===== src/rtl/mastermind_game.sv =====
// MasterMind game engine: button pulses -> guess editing, peg scoring and
// VIDEORAM board writes (3 words per row, status word at addr 15).
module mastermind_game #(
  parameter int ROWS = 5,
  parameter int PEGS = 4
) (
  input  logic        CLK_PLL,
  input  logic        RST_N,
  input  logic        NEW_GAME,
  input  logic [11:0] SECRET,
  input  logic        BTN_NEXT,
  input  logic        BTN_MOVE,
  input  logic        BTN_SUBMIT,
  output logic [3:0]  RAM_WADDR,
  output logic [5:0]  RAM_WDATA,
  output logic        RAM_WEN,
  output logic [1:0]  CURSOR,
  output logic [2:0]  ROW,
  output logic [2:0]  HITS,
  output logic [2:0]  MISSES,
  output logic [1:0]  GAME_STATE,
  output logic        BUSY
);
  typedef enum logic [2:0] {
    S_IDLE, S_CLEAR, S_EDIT, S_SCORE, S_RESULT, S_FINISH, S_DONE
  } state_t;

  state_t                 state_q, state_d;
  logic [PEGS-1:0][2:0]   secret_q, secret_d, guess_q, guess_d;
  logic [1:0]             cursor_q, cursor_d, gstate_q, gstate_d;
  logic [2:0]             row_q, row_d, sc_q, sc_d, black_q, black_d, sum_q, sum_d;
  logic [2:0]             hits_q, hits_d, misses_q, misses_d;
  logic [4:0]             cnt_q, cnt_d;
  logic [3:0]             waddr_q, waddr_d;
  logic [5:0]             wdata_q, wdata_d;
  logic                   wen_q, wen_d, busy_q, busy_d;
  logic [2:0]             col, cg, cs, mn, blk, sum_nx, fld;

  function automatic logic [3:0] word_addr(input logic [2:0] r, input logic w);
    return {r, 1'b0} + 4'(r) + 4'(w);
  endfunction

  // Per-colour count terms for the serial min-count accumulation
  always_comb begin
    col = sc_q - 3'd1;
    cg  = '0;
    cs  = '0;
    blk = '0;
    for (int k = 0; k < PEGS; k++) begin
      if (guess_q[k] == col)  cg = cg + 3'd1;
      if (secret_q[k] == col) cs = cs + 3'd1;
      if (guess_q[k] == secret_q[k]) blk = blk + 3'd1;
    end
    mn     = (cg < cs) ? cg : cs;
    sum_nx = sum_q + mn;
  end

  always_comb begin
    state_d  = state_q;
    secret_d = secret_q;
    guess_d  = guess_q;
    cursor_d = cursor_q;
    row_d    = row_q;
    sc_d     = sc_q;
    black_d  = black_q;
    sum_d    = sum_q;
    hits_d   = hits_q;
    misses_d = misses_q;
    gstate_d = gstate_q;
    cnt_d    = cnt_q;
    waddr_d  = waddr_q;
    wdata_d  = wdata_q;
    wen_d    = 1'b0;
    fld      = '0;
    if (NEW_GAME) begin
      for (int k = 0; k < PEGS; k++) begin
        fld = SECRET[3*k +: 3];
        secret_d[k] = (fld >= 3'd6) ? fld - 3'd6 : fld;
      end
      state_d  = S_CLEAR;
      guess_d  = '0;
      cursor_d = '0;
      row_d    = '0;
      hits_d   = '0;
      misses_d = '0;
      gstate_d = 2'd0;
      cnt_d    = 5'd1;
      wen_d    = 1'b1;
      waddr_d  = 4'd0;
      wdata_d  = 6'd0;
    end else begin
      case (state_q)
        S_CLEAR: begin
          // cnt 1..15 zero-fills, 16 writes the status word, 17 hands over
          if (cnt_q < 5'd16) begin
            wen_d   = 1'b1;
            waddr_d = cnt_q[3:0];
            wdata_d = 6'd0;
            cnt_d   = cnt_q + 5'd1;
          end else if (cnt_q == 5'd16) begin
            wen_d    = 1'b1;
            waddr_d  = 4'd15;
            wdata_d  = 6'd1;
            gstate_d = 2'd1;
            cnt_d    = 5'd17;
          end else begin
            state_d = S_EDIT;
          end
        end
        S_EDIT: begin
          if (BTN_SUBMIT) begin
            state_d = S_SCORE;
            sc_d    = '0;
            sum_d   = '0;
          end else if (BTN_MOVE) begin
            cursor_d = cursor_q + 2'd1;
          end else if (BTN_NEXT) begin
            guess_d[cursor_q] = (guess_q[cursor_q] == 3'd5) ? 3'd0 : guess_q[cursor_q] + 3'd1;
            wen_d   = 1'b1;
            waddr_d = word_addr(row_q, cursor_q[1]);
            wdata_d = cursor_q[1] ? {guess_d[3], guess_d[2]} : {guess_d[1], guess_d[0]};
          end
        end
        S_SCORE: begin
          if (sc_q == 3'd0) begin
            black_d = blk;
            sc_d    = 3'd1;
          end else begin
            sum_d = sum_nx;
            if (sc_q == 3'd6) begin
              state_d  = S_RESULT;
              wen_d    = 1'b1;
              waddr_d  = word_addr(row_q, 1'b0) + 4'd2;
              wdata_d  = {black_q, sum_nx - black_q};
              hits_d   = black_q;
              misses_d = sum_nx - black_q;
            end else begin
              sc_d = sc_q + 3'd1;
            end
          end
        end
        S_RESULT: begin
          state_d = S_FINISH;
          if (black_q == 3'd4) begin
            wen_d    = 1'b1;
            waddr_d  = 4'd15;
            wdata_d  = 6'd2;
            gstate_d = 2'd2;
          end else if (row_q == 3'(ROWS - 1)) begin
            wen_d    = 1'b1;
            waddr_d  = 4'd15;
            wdata_d  = 6'd3;
            gstate_d = 2'd3;
          end else begin
            row_d    = row_q + 3'd1;
            cursor_d = '0;
            guess_d  = '0;
          end
        end
        S_FINISH: state_d = (gstate_q == 2'd1) ? S_EDIT : S_DONE;
        default: ;
      endcase
    end
    busy_d = (state_d == S_CLEAR) || (state_d == S_SCORE) ||
             (state_d == S_RESULT) || (state_d == S_FINISH);
  end

  always_ff @(posedge CLK_PLL or negedge RST_N) begin
    if (!RST_N) begin
      state_q  <= S_IDLE;
      secret_q <= '0;
      guess_q  <= '0;
      cursor_q <= '0;
      row_q    <= '0;
      sc_q     <= '0;
      black_q  <= '0;
      sum_q    <= '0;
      hits_q   <= '0;
      misses_q <= '0;
      gstate_q <= '0;
      cnt_q    <= '0;
      waddr_q  <= '0;
      wdata_q  <= '0;
      wen_q    <= 1'b0;
      busy_q   <= 1'b0;
    end else begin
      state_q  <= state_d;
      secret_q <= secret_d;
      guess_q  <= guess_d;
      cursor_q <= cursor_d;
      row_q    <= row_d;
      sc_q     <= sc_d;
      black_q  <= black_d;
      sum_q    <= sum_d;
      hits_q   <= hits_d;
      misses_q <= misses_d;
      gstate_q <= gstate_d;
      cnt_q    <= cnt_d;
      waddr_q  <= waddr_d;
      wdata_q  <= wdata_d;
      wen_q    <= wen_d;
      busy_q   <= busy_d;
    end
  end

  assign RAM_WADDR  = waddr_q;
  assign RAM_WDATA  = wdata_q;
  assign RAM_WEN    = wen_q;
  assign CURSOR     = cursor_q;
  assign ROW        = row_q;
  assign HITS       = hits_q;
  assign MISSES     = misses_q;
  assign GAME_STATE = gstate_q;
  assign BUSY       = busy_q;
endmodule


===== config.mk =====
export PLATFORM = sky130hd
export DESIGN_NAME = mastermind_game
export DESIGN_NICKNAME = d
export VERILOG_FILES = /design/src/rtl/mastermind_game.sv
export SDC_FILE = /design/constraint.sdc
export NUM_CORES = 1
export LEC_CHECK = 0
export ABC_AREA = 1
export CORE_MARGIN = 1.5
export CORE_UTILIZATION = 50
export DETAILED_ROUTE_END_ITERATION = 6
export GPL_ROUTABILITY_DRIVEN = 0
export PLACE_DENSITY = 0.68
export SYNTH_ARGS = -nofsm -noshare
export SYNTH_HDL_FRONTEND = slang
export SYNTH_SLANG_ARGS = --single-unit

===== constraint.sdc =====
create_clock -name CLK_PLL -period 11.8 [get_ports CLK_PLL]
set_input_delay 2.36 -clock CLK_PLL [delete_from_list [all_inputs] [get_ports CLK_PLL]]
set_output_delay 2.36 -clock CLK_PLL [all_outputs]
set_load 0.03 [all_outputs]

==> key figures <==
Status
  – Status: finished, final reports clean

Yosys
  – Mapped Area: between 0.004 and 0.005 mm²
  – Post-synth EDFFs: 0
  – Seq/Total Area, Yosys: 0.3406
  – Library cells used by synthesis: 47
  – Net Count, Synth: 704
  – Post-Synthesis Cells: between 600 and 700
  – Synth warnings: 0
  – Yosys top cell by area: dfrtp_1
  – Yosys top cell area share: 0.3406
  – Avg Cell Area, Syn: approximately 7.4 µm²
  – Main synth FF type: dfrtp_1
  – Async S/R FF share, synth: 1.000
  – Top post-synthesis cells by area: dfrtp_1 (34%), nand2_1 (15%), ha_1 (8.3%), inv_1 (6.7%), nand3_1 (5.9%)
  – Post-synthesis register bit count: 66

Finish
  – Area growth, synth to finish: 15.04%
  – Final Util: 0.5981
  – Area taken by multi-input logic gates: between 0.002 and 0.003 mm²
  – Commonest non-fill, non-tap cells in the layout: nand2_1 (191), inv_1 (86), dfrtp_1 (66), nand3_1 (57), clkdlybuf4s50_1 (41)
  – Design Area, Final: roughly 0.0056 mm²
  – Total area of sequential cells: 0.001652 mm²
  – # nets final: about 750
  – Most common cell after layout, fill and taps aside: nand2_1
  – Fill cells: roughly 880
  – Finished Layout Cells: 828
  – Layout cells sized above 1: 0.08155
  – Number of diodes: 0

Drt
  – Avg Vias per Cell: between 5 and 6
  – TritonRoute pass-1 iters: 5
  – ANT nets after route: 0
  – Vias post-DR: 4409
  – DRT iter0 DRCs: between 150 and 200
  – # DRC: 0
  – Routed wire length: between 10000 and 15000 µm
  – Wire per inst: approximately 15 µm

Worst setup path
  – CP endpoint kind: flip-flop
  – Critical path's slowest cell: dfrtp_1
  – CP top delay family: adder cells
  – WS Path Type: flip-flop to flip-flop
  – Critical Path RT: 12100 ps
  – CP peak stage delay: approximately 600 ps
  – CP most frequent cell: nand2_1
  – Critical Path Fanout Max: 14
  – CP Launch Type: flip-flop
  – Crit path DAT: 5880 ps
  – Critical path buffers and inverters: 6

STA
  – Worst slew margin: 0.4319
  – Final Skew: approximately 14 ps
  – Tcrit/Tclk final: 0.4729
  – Tmin final: approximately 5600 ps
  – Worst-Margin Slew: around 850 ps
  – RSZ-0062 raised after global routing: no
  – Setup Viol. Count Final: 0
  – Worst hold margin: approximately 490 ps
  – Final Hold Viols: 0
  – Fin. max-slew vios: 0
  – FMAX: 0.1792 GHz
  – Final setup margin: around 6200 ps
  – Setup TNS: 0 ps

Power
  – Cell Pwr Density: ~200 mW/mm²
  – Clk pwr share: 0.181
  – Peak supply drop: 0.1028 mV
  – Power share of the combinational group: 0.538
  – Reg power frac: 0.280
  – Sw Pwr: between 0.5 and 0.6 mW
  – P_leak: 2.750 nW
  – Tot Pwr: 1.113 mW
  – Switching share of power: 0.4735
  – Internal power: slightly below 0.6 mW

Clock tree
  – CTS Sinks: between 60 and 70
  – CTS tree: done
  – Clock Pin Slew Worst Setup and Hold Paths: 80 ps
  – CTS Root Cell: clkbuf_8
  – Clock buffer depth: 2
  – Setup bufs post-CTS: 0
  – PostCTS Resize Cnt: 0
  – Clk_lat worst skew: between 300 and 400 ps
  – CTS H-tree depth: 3
  – Total CTS buffers: 9
  – Hold buffer count at CTS: 0

Hold path
  – HP Class: flip-flop to flip-flop

Floorplan
  – Core ar.: slightly above 0.009 mm²
  – Die height: approximately 100 µm
  – IO Pins: between 40 and 50
  – Rows: 35
  – Die W: about 100 µm
  – Die ar.: 0.01030 mm²
  – Initial Utilization: 0.5199

Global routing
  – Remaining global-route overflow: 0
  – Largest net degree at the start of global routing: 67
  – Initial antenna violation count: 0
  – First-pass GRT wire length: slightly above 20000 µm
  – All-Layer GR Usage: 0.2587
  – Vias in the first global route: ~4400

Placed design
  – Placement Cell Area: approximately 0.0054 mm²
  – Port bufs: between 40 and 50
  – Setup slack after placement: ~6200 ps
  – Placed cells: 812
  – Detailed Place HPWL: 9523 µm

Job
  – Max-Cap Viols: 0
==> per-layer routing <==
layer	vias up	routed length [µm]	part of all wire	global-route usage
li1	2181	-	-	-
met4	0	283	0.023	0.08440
met3	22	495	0.040	0.04348
met5	-	0	0	0
met1	2092	5687	0.46	0.3457
met2	114	5955	0.48	0.4290
==> worst paths after layout <==
kind	startpoint	to	slack [ps]	cells past startpoint
setup / recovery	sc_q[0]	RAM_WDATA[2]	6220	28
hold / removal	RAM_WADDR[2]	RAM_WADDR[2]	490	2
setup reg to reg	sc_q[0]	RAM_WDATA[2]	6220	28
hold reg to reg	RAM_WADDR[2]	RAM_WADDR[2]	490	2
max in group asynchronous	RST_N	guess_q[2]	9050	2
min in group asynchronous	RST_N	guess_q[4]	2190	2
==> cell families after synthesis <==
family                   synth area share
AO/OA/AOI/OAI                      0.1151
buffers and inverters             0.08591
XOR/XNOR                          0.06321
adder cells (fa/ha/maj)           0.09494
AND/OR/NAND/NOR                    0.2980
multiplexers                     0.002322
flip-flops                         0.3406
==> worst register-to-register path: cells and delay by family, from the launching register on <==
kind / cells / cell delay [ps]
compound gates: 2 / 440
xor+xnor: 3 / 560
fa+ha+maj: 7 / 2290
buf+inv: 6 / 490
flops: 1 / 600
simple gates: 10 / 1160
==> power groups by stage <==
stage | combinational (mW) | clock (mW) | sequential, mW
floorplan | 0.439 | 0 | 0.315
global placement | 0.572 | 0 | 0.314
detailed placement | 0.591 | 0 | 0.316
CTS | 0.595 | 0.205 | 0.311
global route | 0.677 | 0.215 | 0.318
finish | 0.599 | 0.202 | 0.312
==> cell usage after synthesis (6+ instances only) <==
library cell / instances
a21oi_1: 9
dfrtp_1: 66
ha_1: 32
inv_1: 86
inv_2: 6
nand2_1: 191
nand3_1: 57
nand4_1: 6
nor2_1: 33
nor2_2: 6
o21ai_0: 38
o22ai_2: 8
xnor2_1: 22
xor2_1: 13
==> final cells by class <==
| type | instances | area share |
|---|---|---|
| Tap cell | 129 | 0.02893 |
| Clock buffer | 10 | 0.02467 |
| Timing Repair Buffer | 44 | 0.07715 |
| Multi-Input combinational cell | 480 | 0.4985 |
| Inverter | 93 | 0.06302 |
| Clock inverter | 6 | 0.01166 |
| Sequential cell | 66 | 0.2960 |
==> state kept, by name, indices dropped and copies added, names as in the netlist, 4 cells and up <==
name / cells
guess_q: 12
RAM_WDATA: 6
secret_q: 12
RAM_WADDR: 4
cnt_q: 5
Power figures use the tool's default switching activity.
